$ cat config.mk
export PLATFORM = sky130hd
export DESIGN_NAME = pc_stack
export DESIGN_NICKNAME = d
export VERILOG_FILES = /design/src/rtl/pc_pkg.sv /design/src/rtl/pc_ret_stack.sv /design/src/rtl/pc_stack.sv
export SDC_FILE = /design/constraint.sdc
export NUM_CORES = 1
export LEC_CHECK = 0
export ABC_AREA = 1
export BUFFER_PORTS_ARGS = -buffer_cell sky130_fd_sc_hd__buf_2
export CORE_MARGIN = 3
export CORE_UTILIZATION = 57
export DETAILED_ROUTE_END_ITERATION = 7
export PLACE_DENSITY = 0.85
export SYNTH_ARGS = -nofsm -noshare
export SYNTH_HDL_FRONTEND = slang
export SYNTH_HIERARCHICAL = 1
export SYNTH_SLANG_ARGS = --single-unit
$ cat constraint.sdc
create_clock -name clk -period 2.6 [get_ports clk]
set_input_delay 0.26 -clock clk [delete_from_list [all_inputs] [get_ports clk]]
set_output_delay 0.26 -clock clk [all_outputs]
set_load 0.05 [all_outputs]
$ cat src/rtl/pc_pkg.sv
// Shared definitions for the patp program counter.
// Opcode encoding driven by decode into pc_stack.op. Codes 6 and 7 are
// left unnamed: the PC treats them as HOLD.
package pc_pkg;

    localparam int PC_OP_W = 3;

    typedef enum logic [PC_OP_W-1:0] {
        OP_INC  = 3'd0,
        OP_JMP  = 3'd1,
        OP_BR   = 3'd2,
        OP_CALL = 3'd3,
        OP_RET  = 3'd4,
        OP_HOLD = 3'd5
    } pc_op_t;

endpackage

$ cat src/rtl/pc_ret_stack.sv
// Return-address LIFO for pc_stack.
// Ports:
//   clk, rst  - clock and asynchronous active-high reset (clears count only)
//   push, din - write din on top of the stack (caller guarantees !full)
//   pop       - discard the top entry (caller guarantees !empty)
//   top       - current top entry, readable combinationally so a RET in the
//               cycle right after a CALL sees the freshly pushed address
//   count     - number of valid entries, 0..DEPTH
//   full      - count == DEPTH
//   empty     - count == 0
// push and pop are never asserted together.
module pc_ret_stack
    import pc_pkg::*;
#(
    parameter int AW    = 5,
    parameter int DEPTH = 4,
    localparam int SPW  = $clog2(DEPTH + 1)
) (
    input  logic           clk,
    input  logic           rst,
    input  logic           push,
    input  logic           pop,
    input  logic [AW-1:0]  din,
    output logic [AW-1:0]  top,
    output logic [SPW-1:0] count,
    output logic           full,
    output logic           empty
);

    localparam int IW = (DEPTH > 1) ? $clog2(DEPTH) : 1;

    logic [AW-1:0]  mem [DEPTH];
    logic [SPW-1:0] count_reg;
    logic [SPW-1:0] top_idx;

    // Top entry sits one below the count; only meaningful when !empty.
    assign top_idx = count_reg - SPW'(1);
    assign top     = mem[top_idx[IW-1:0]];
    assign count   = count_reg;
    assign full    = (count_reg == SPW'(DEPTH));
    assign empty   = (count_reg == '0);

    always_ff @(posedge clk or posedge rst) begin
        if (rst) begin
            count_reg <= '0;
        end else if (push) begin
            count_reg <= count_reg + SPW'(1);
        end else if (pop) begin
            count_reg <= count_reg - SPW'(1);
        end
    end

    // Entry storage is intentionally not reset; entries above count are
    // never observable.
    always_ff @(posedge clk) begin
        if (push) begin
            mem[count_reg[IW-1:0]] <= din;
        end
    end

endmodule

$ cat src/rtl/pc_stack.sv
// Program counter with hardware return-address stack for the patp core.
// Ports:
//   clk, rst  - clock and asynchronous active-high reset
//   en        - advance enable; 0 stalls everything except clr_err
//   op        - operation (pc_op_t), codes 6/7 act as HOLD
//   target    - absolute address for JMP and CALL
//   offset    - two's-complement displacement for BR
//   clr_err   - clears the sticky error flags (a new error in the same
//               cycle takes priority)
//   pc        - current program counter (registered)
//   sp        - number of valid return-stack entries (registered)
//   stack_ovf - sticky: CALL issued while the stack was full
//   stack_unf - sticky: RET issued while the stack was empty
module pc_stack
    import pc_pkg::*;
#(
    parameter int          AW         = 5,
    parameter int          DEPTH      = 4,
    parameter logic [AW-1:0] RESET_ADDR = '0,
    localparam int         SPW        = $clog2(DEPTH + 1)
) (
    input  logic               clk,
    input  logic               rst,
    input  logic               en,
    input  logic [PC_OP_W-1:0] op,
    input  logic [AW-1:0]      target,
    input  logic [AW-1:0]      offset,
    input  logic               clr_err,
    output logic [AW-1:0]      pc,
    output logic [SPW-1:0]     sp,
    output logic               stack_ovf,
    output logic               stack_unf
);

    logic [AW-1:0]  pc_reg;
    logic [AW-1:0]  pc_next;
    logic [AW-1:0]  pc_inc;
    logic           ovf_reg;
    logic           unf_reg;
    logic           ovf_set;
    logic           unf_set;
    logic           push;
    logic           pop;
    logic [AW-1:0]  stack_top;
    logic [SPW-1:0] stack_count;
    logic           stack_full;
    logic           stack_empty;

    assign pc_inc = pc_reg + AW'(1);

    pc_ret_stack #(
        .AW    (AW),
        .DEPTH (DEPTH)
    ) u_ret_stack (
        .clk   (clk),
        .rst   (rst),
        .push  (push),
        .pop   (pop),
        .din   (pc_inc),
        .top   (stack_top),
        .count (stack_count),
        .full  (stack_full),
        .empty (stack_empty)
    );

    // Op decode and next-pc selection. A CALL/RET that cannot touch the
    // stack leaves pc alone and only raises the matching error flag.
    always_comb begin
        pc_next = pc_reg;
        push    = 1'b0;
        pop     = 1'b0;
        ovf_set = 1'b0;
        unf_set = 1'b0;
        if (en) begin
            case (pc_op_t'(op))
                OP_INC:  pc_next = pc_inc;
                OP_JMP:  pc_next = target;
                // Carry discarded: AW-bit add gives signed displacement.
                OP_BR:   pc_next = pc_reg + offset;
                OP_CALL: begin
                    if (stack_full) begin
                        ovf_set = 1'b1;
                    end else begin
                        push    = 1'b1;
                        pc_next = target;
                    end
                end
                OP_RET: begin
                    if (stack_empty) begin
                        unf_set = 1'b1;
                    end else begin
                        pop     = 1'b1;
                        pc_next = stack_top;
                    end
                end
                default: pc_next = pc_reg;
            endcase
        end
    end

    always_ff @(posedge clk or posedge rst) begin
        if (rst) begin
            pc_reg  <= RESET_ADDR;
            ovf_reg <= 1'b0;
            unf_reg <= 1'b0;
        end else begin
            pc_reg  <= pc_next;
            ovf_reg <= ovf_set | (ovf_reg & ~clr_err);
            unf_reg <= unf_set | (unf_reg & ~clr_err);
        end
    end

    assign pc        = pc_reg;
    assign sp        = stack_count;
    assign stack_ovf = ovf_reg;
    assign stack_unf = unf_reg;

endmodule

==> flow_summary.ini, run 1 <==
[clocking]
cts_made_buffers = 5
clock_latency_ns = 0.34
post_cts_buffers = 0
tritoncts = yes
clkTransAtPathRegs_ns = 0.10
htree_levels = 2
cts_sinks = 30
cts_buffer_depth = 2
cts_resized = 0
root_buffer = clkbuf_4

[logic_synthesis]
synth.top_cell.area_share = 0.320
avgSynthCellArea_um2 = 8.40
synthArstFlopShare = 0.333
netlist_instances = 223
synth_fp_nets = 252
synth-edff-count = 20
synth_area_leaders = edfxtp_1 (32%), dfrtp_1 (13%), nand2_1 (12%)
yosys_warnings = 6
ys_seq_area_frac = 0.454
syn_area_um2 = 1870
yosysTopAreaCell = edfxtp_1
ys.flop_type = edfxtp_1
ys_seq_elements = 30
synth_cell_types = 28

[critical_path]
cp-startpoint = u_ret_stack/count[0]
reg2regPathDepth = 8
r2r_start = u_ret_stack/count[0]
critPathKind = reg -> reg
cp_num_cells = 8
startpoint_type = flop
path_buf_inv = 4
cp_max_fo = 24
critical_path_arrival_ns = 2.28
end_kind = flop
crit_chain = inv_2, ha_1, nand2_1, inv_1, nor4_1, buf_4, nand2_1, inv_1
required_ns = 2.63
crit_family = buffers and inverters
crit_path_top_delay_cell = dfrtp_1
crit_path_max_incr_delay_ns = 0.45

[floorplan]
fp.dieW_um = 63.3
die-area_um2 = 4010
std_cell_rows = 20
floorplan.initialDensity = 0.604
core_um2 = 3100
die_h_um = 63.3
num_io_pins = 27

[detailed_routing]
drt_iter0_drc = 69
drt_wl_total_um = 3820
avgRoutedWirePerCell_um = 12.7
antenna_left = 0
vias_per_cell = 5.02
dr.pass1.iters = 4
drc = 0
vias = 1506

[place]
gp_congestion = 0.923
dpl_worst_slack_ns = 0.442
hpwl_um = 2890
portBuffers = 26

[finish]
area_growth_syn_to_layout_pct = 11.9
fillers = 267
drive_above_1_share = 0.215
mostFrequentLayoutCells = nand2_1 (60), inv_1 (44), buf_2 (26), edfxtp_1 (20), nor2_1 (17)
final_common_cell = nand2_1
largest_reg_flops = 20
insertedDiodeCount = 0
fin_nets = 284

[timing]
setup_viol = 0
clock_skew_ns = 0.0106
drv_slew = 0
worst_slew_pin_slew_ns = 0.419
slew_headroom = 0.719
period_needed_ns = 2.25
worst_slack_ns = 0.349
min_period_over_period = 0.866
max_freq_mhz = 444
finalSetupTns_ns = 0
rsz0062_at_grt = no
hold_violations = 0

[global_routing]
grt.overflow.total = 0
grt_first_pass_wirelength_um = 6600
grt_pass1_vias = 1457
antenna_found_initial = 0
grt_start_max_net_pins = 25
track_usage = 0.218

[pwr]
ir_drop_mv = 0.698
p_leak_nw = 1.08
p_per_area_nw_per_um2 = 1040

[outcome]
outcome = completed

[hold_path]
hp-start = clr_err
holdPathStages = 2
hp-class = in -> reg

[job]
max-cap-violations = 0
## synth_stat cells (all sizes together) (2+ instances only)
cell	n
inv	51
o211ai	10
xor2	2
nand3	12
nor2	23
ha	11
o2bb2ai	2
dfrtp	10
a21oi	5
buf	3
nand2	64
o21ai	4
edfxtp	20
## cell families (layout without fill, tap and decap cells)
logic type / count (synthesis) / in the layout / share of synthesized area
buffers and inverters: 54 / 87 / 0.120
adder cells (fa/ha/maj): 12 / 12 / 0.0841
flip-flops: 30 / 30 / 0.454
AO/OA/AOI/OAI: 22 / 22 / 0.0808
AND/OR/NAND/NOR: 102 / 102 / 0.247
XOR/XNOR: 3 / 3 / 0.0140
## report_power, final
| group | switching, mW | total (mW) | internal [mW] | leakage (nW) |
|---|---|---|---|---|
| combinational | 0.808 | 1.16 | 0.352 | 0.749 |
| sequential | 0.0984 | 0.753 | 0.655 | 0.300 |
| clock | 0.168 | 0.268 | 0.100 | 0.0286 |
## path summary, 6_finish.rpt
check,end,slack [ns]
worst max-delay path,u_ret_stack/mem[0][1],0.35
worst min-delay path,stack_unf,0.11
worst max register to register,u_ret_stack/mem[0][1],0.35
worst min register to register,stack_ovf,0.54
max in group asynchronous,pc[2],1.93
min in group asynchronous,u_ret_stack/count[2],0.34
## layout make-up
cell class | count | area, um2 | share of cell area
clock inverters | 3 | 16.3 | 0.00776
flip-flops and latches | 30 | 851 | 0.406
well taps | 44 | 55.1 | 0.0263
multi-input cells | 139 | 798 | 0.381
inverters | 51 | 191 | 0.0913
clock buffers | 5 | 37.5 | 0.0179
repair buffers | 28 | 148 | 0.0704
## what timing repair did
| item | in CTS | in global routing |
|---|---|---|
| hold endpoints to repair | 10 | 0 |
| hold buffers | 1 | 0 |
| setup endpoints to repair | 0 | 0 |
## layer usage
layer,up-vias,global-route usage,share of wire
met5,-,0,0
met4,0,0.0916,0.022
met3,13,0.0606,0.062
met2,57,0.332,0.45
met1,672,0.291,0.47
li1,764,-,-
## stage by stage
| stage | power, mW | instance area (um2) | hold slack [ns] | utilization | std cells |
|---|---|---|---|---|---|
| 2_1_floorplan | 1.67 | 1870 | 0.0136 | - | 223 |
| 3_5_place_dp | 1.91 | 2030 | 0.143 | 0.655 | 291 |
| 6_report | 2.18 | 2100 | 0.113 | 0.676 | 300 |
| 4_1_cts | 2.18 | 2100 | 0.114 | 0.676 | 300 |
| 5_1_grt | 2.36 | 2100 | 0.119 | 0.676 | 300 |
| 3_3_place_gp | 1.88 | 2030 | 0.145 | 0.655 | 291 |
(Power assumes the default switching activity.)
==> run 2: changes to the inputs <==
- BUFFER_PORTS_ARGS: -buffer_cell sky130_fd_sc_hd__buf_2 -> default
- CORE_UTILIZATION: 57 -> 63
- DONT_BUFFER_PORTS: default -> 1
- PLACE_DENSITY: 0.85 -> 0.84
- RECOVER_POWER: default -> 25
==> run 2 against run 1 <==
Against the previous run:
- cell count down 11%
- worst setup slack better by 0.20 ns
- die area decreased by 8.6%
- critical path depth grew 1
- critical endpoint is now pc[4]
- highest routed layer unchanged
==> flow_summary.ini, run 2 (same netlist as run 1, synthesis figures left out) <==
[outcome]
outcome = completed

[global_routing]
grt.overflow.total = 0
track_usage = 0.221
grt_pass1_vias = 1333
grt_start_max_net_pins = 24
grt_first_pass_wirelength_um = 5800
antenna_found_initial = 0

[floorplan]
num_io_pins = 27
floorplan.initialDensity = 0.668
die-area_um2 = 3670
std_cell_rows = 19
core_um2 = 2810
fp.dieW_um = 60.5
die_h_um = 60.5

[finish]
regArea_um2 = 851
fin_nets = 265
mostFrequentLayoutCells = nand2_1 (60), inv_1 (44), edfxtp_1 (20), nor2_1 (17)
insertedDiodeCount = 0
largest_reg_flops = 20
multi_input_area_um2 = 798
drive_above_1_share = 0.139
final_common_cell = nand2_1
instances_no_fill = 268
design_area_um2 = 2020
post-route-util = 0.721
fillers = 225
area_growth_syn_to_layout_pct = 7.94

[place]
placed_cells = 259
hpwl_um = 2900
portBuffers = 0
dpl_worst_slack_ns = 0.730
gp_congestion = 0.848
placed_cell_area_um2 = 1940

[detailed_routing]
drt_iter0_drc = 85
antenna_left = 0
drc = 0
dr.pass1.iters = 4
avgRoutedWirePerCell_um = 13.8
drt_wl_total_um = 3690
vias_per_cell = 5.43
vias = 1456

[clocking]
cts_resized = 0
tritoncts = yes
root_buffer = clkbuf_4
clock_latency_ns = 0.33
cts_buffer_depth = 2
cts_made_buffers = 5
htree_levels = 2
clkTransAtPathRegs_ns = 0.09
cts_sinks = 30

[hold_path]
holdPathStages = 1
hp-start = clr_err
worstHoldEndpoint = stack_unf
hp-class = in -> reg

[critical_path]
startpoint_type = flop
required_ns = 2.81
critical_path_arrival_ns = 2.26
end_kind = flop
critPathKind = reg -> reg
r2r-end = pc[4]
rrSetupSlack_ns = 0.55
r2r_start = pc[3]
cp_max_fo = 5
reg2regPathDepth = 9

[timing]
finalSetupTns_ns = 0
fin_hold_ws_ns = 0.0273
hold_violations = 0
max_freq_mhz = 487
rsz0062_at_grt = no
drv_slew = 0
slew_headroom = 0.476
worst_slew_pin_slew_ns = 0.787
setup_viol = 0
clock_skew_ns = 0.0114
period_needed_ns = 2.05
min_period_over_period = 0.789
worst_slack_ns = 0.549

[pwr]
p_per_area_nw_per_um2 = 1140
ir_drop_mv = 0.868
p_total_mw = 2.30
p_leak_nw = 1.01

[job]
max-cap-violations = 0
[run 2: cell types whose count changed in the layout (fill, tap and decap cells not counted), sizes merged]
cell | before | now
clkinvlp | 1 | 0
buf | 27 | 5
bufinv | 0 | 1
clkbuf | 5 | 10
clkinv | 2 | 0
[run 2: report_power, final]
group | internal [mW] | leakage [nW] | total (mW) | switching, mW
logic | 0.355 | 0.667 | 1.16 | 0.803
registers | 0.653 | 0.300 | 0.763 | 0.110
clock network | 0.229 | 0.0455 | 0.382 | 0.153
total | 1.24 | 1.01 | 2.30 | 1.07
[run 2: metal layers]
layer	track usage	vias to the layer above	part of all wire
li1	-	725	-
met1	0.271	679	0.44
met4	0.0650	0	0.022
met5	0	-	0
met3	0.0979	8	0.082
met2	0.358	44	0.45
[run 2: critical path, stage by stage (launching register included)]
cell and delay, ns:
dfrtp_1 0.32, clkbuf_1 0.58, ha_1 0.40, or2_2 0.31
nand2_1 0.07, nand2_1 0.04, nand2_1 0.05, nor2_1 0.03
nor2_1 0.09, nor2_1 0.05
[run 2: worst max-delay path by stage]
stage,start,to,slack (ns),depth (start not counted)
after floorplan,u_ret_stack/count[0],u_ret_stack/mem[1][0],0.30,9
after global placement,u_ret_stack/count[2],u_ret_stack/mem[1][0],0.80,6
after detailed placement,u_ret_stack/count[1],u_ret_stack/mem[1][2],0.73,8
after CTS,u_ret_stack/count[2],u_ret_stack/mem[1][2],0.69,6
after global routing,pc[3],pc[4],0.40,9
final,pc[3],pc[4],0.55,9
[run 2: area by class of cell]
cell class / instances / area share
sequential: 30 / 0.421
multi-input combinational: 139 / 0.395
inverter: 51 / 0.0946
timing repair buffer: 9 / 0.0291
clock buffer: 7 / 0.0272
tap: 31 / 0.0192
clock inverter: 1 / 0.0148
[run 2: repair_timing]
| action | CTS | global route |
|---|---|---|
| setup endpoints to repair | 0 | 0 |
| hold buffers | 1 | 0 |
| buffers inserted | 0 | 0 |
| endpoints found under the hold margin | 10 | 0 |
==> run 3: changes to the inputs <==
- CORE_UTILIZATION: 63 -> 57
- PLACE_DENSITY: 0.84 -> 0.8
- clock period: 2.6 -> 1.7 ns (I/O delays scaled with it)
==> run 3 against run 2 <==
Against the previous run:
- first-iteration DRC count down 2.4%
- largest power group unchanged
- core utilization down 1.4 points
- register-to-register slack worse by 0.44 ns
- clock power up 88%
- highest routed layer unchanged
- cell count up 7.1%
- clock skew up 0.0024 ns
- non-clock buffer count up 6
- via count down 0.41%
- clock-buffer cell count down 2
==> flow_summary.ini, run 3 (same netlist as run 1, synthesis figures left out) <==
[clocking]
root_buffer = clkbuf_4
tritoncts = yes
clock_latency_ns = 0.35
cts_buffer_depth = 2
cts_made_buffers = 5
htree_levels = 2
cts_sinks = 30
clkTransAtPathRegs_ns = 0.11

[detailed_routing]
vias = 1450
dr.pass1.iters = 4
drt_wl_total_um = 3780
drt_iter0_drc = 83
drc = 0
avgRoutedWirePerCell_um = 13.2
vias_per_cell = 5.05
antenna_left = 0

[critical_path]
r2r-end = u_ret_stack/mem[1][3]
r2r_start = u_ret_stack/count[1]
critPathKind = reg -> reg
cp_max_fo = 8
rrSetupSlack_ns = 0.11
startpoint_type = flop
required_ns = 1.75
end_kind = flop
reg2regPathDepth = 8
cp-startpoint = u_ret_stack/count[1]
critical_path_arrival_ns = 1.64

[place]
placed_cells = 274
gp_congestion = 0.851
portBuffers = 0
hpwl_um = 2940

[global_routing]
grt.overflow.total = 0
grt_start_max_net_pins = 24
grt_first_pass_wirelength_um = 6640
antenna_found_initial = 0
grt_pass1_vias = 1421
track_usage = 0.220

[hold_path]
hp-start = op[2]
hp-class = in -> reg
worstHoldEndpoint = stack_ovf
holdPathStages = 3

[finish]
largest_reg_flops = 20
fin_nets = 271
mostFrequentLayoutCells = nand2_1 (53), inv_1 (36), edfxtp_1 (20), nor2_1 (15), inv_2 (14)
area_growth_syn_to_layout_pct = 17.1
instances_no_fill = 287
drive_above_1_share = 0.272
final_common_cell = nand2_1
insertedDiodeCount = 0
post-route-util = 0.707

[timing]
slew_headroom = 0.680
worst_slew_pin_slew_ns = 0.479
period_needed_ns = 1.59
hold_violations = 0
drv_slew = 0
rsz0062_at_grt = no
clock_skew_ns = 0.0138
fin_hold_ws_ns = 0.0229
min_period_over_period = 0.936
setup_viol = 0
max_freq_mhz = 628

[outcome]
outcome = completed

[floorplan]
die-area_um2 = 4010
std_cell_rows = 20
die_h_um = 63.3
num_io_pins = 27
core_um2 = 3100
fp.dieW_um = 63.3
floorplan.initialDensity = 0.604

[job]
max-cap-violations = 0

[pwr]
ir_drop_mv = 1.35
p_leak_nw = 1.05
p_per_area_nw_per_um2 = 1770
## run 3: worst max-delay path: stages (launching register included)
cell and delay, ns:
dfrtp_2 0.38, inv_2 0.06, ha_4 0.17, nand2_2 0.06, inv_2 0.05, nor4_2 0.14, buf_4 0.24, nand2_2 0.07
inv_2 0.13
## run 3: what timing repair did
action | CTS | global route
buffers inserted | 0 | 1
gates resized for setup | 0 | 12
hold endpoints to repair | 12 | 0
endpoints found under the setup margin | 0 | 23
hold buffers | 4 | 0
## run 3: routing by layer
layer / up-vias / GRT usage / wire length, um
met5: - / 0 / 0
met2: 41 / 0.339 / 1740
met4: 0 / 0.0889 / 69
li1: 742 / - / -
met1: 659 / 0.283 / 1690
met3: 8 / 0.0749 / 287
## run 3: worst max path at each step
stage | to | slack (ns) | cells after the start
after floorplan | u_ret_stack/mem[0][0] | -0.13 | 9
after global placement | pc[4] | 0.15 | 11
after detailed placement | u_ret_stack/mem[1][1] | 0.09 | 8
after CTS | stack_unf | 0.02 | 7
after global routing | pc[4] | 0.002 | 12
final | u_ret_stack/mem[1][3] | 0.11 | 8
## run 3: final cells by class
| type | instances | area, um2 |
|---|---|---|
| well taps | 44 | 55.1 |
| repair buffers | 15 | 128 |
| inverters | 51 | 194 |
| flip-flops and latches | 30 | 856 |
| multi-input cells | 139 | 861 |
| clock buffers | 5 | 37.5 |
| fillers | 247 | 908 |
| clock inverters | 3 | 63.8 |
## run 3: metrics by stage
stage | cell area [um2] | setup TNS, ns | total power [mW] | worst slack (ns)
floorplan | 1920 | -2.79 | 2.66 | -0.130
finish | 2190 | 0 | 3.88 | 0.109
global route | 2190 | 0 | 4.20 | 0.00210
global placement | 2020 | 0 | 3.04 | 0.149
CTS | 2160 | 0 | 3.83 | 0.0226
detailed placement | 2020 | 0 | 3.10 | 0.0940
## run 3: power breakdown
| group | leakage, nW | switching, mW | total [mW] | internal [mW] |
|---|---|---|---|---|
| logic | 0.697 | 1.32 | 2.03 | 0.703 |
| clock network | 0.0528 | 0.265 | 0.718 | 0.453 |
| registers | 0.296 | 0.125 | 1.13 | 1.01 |
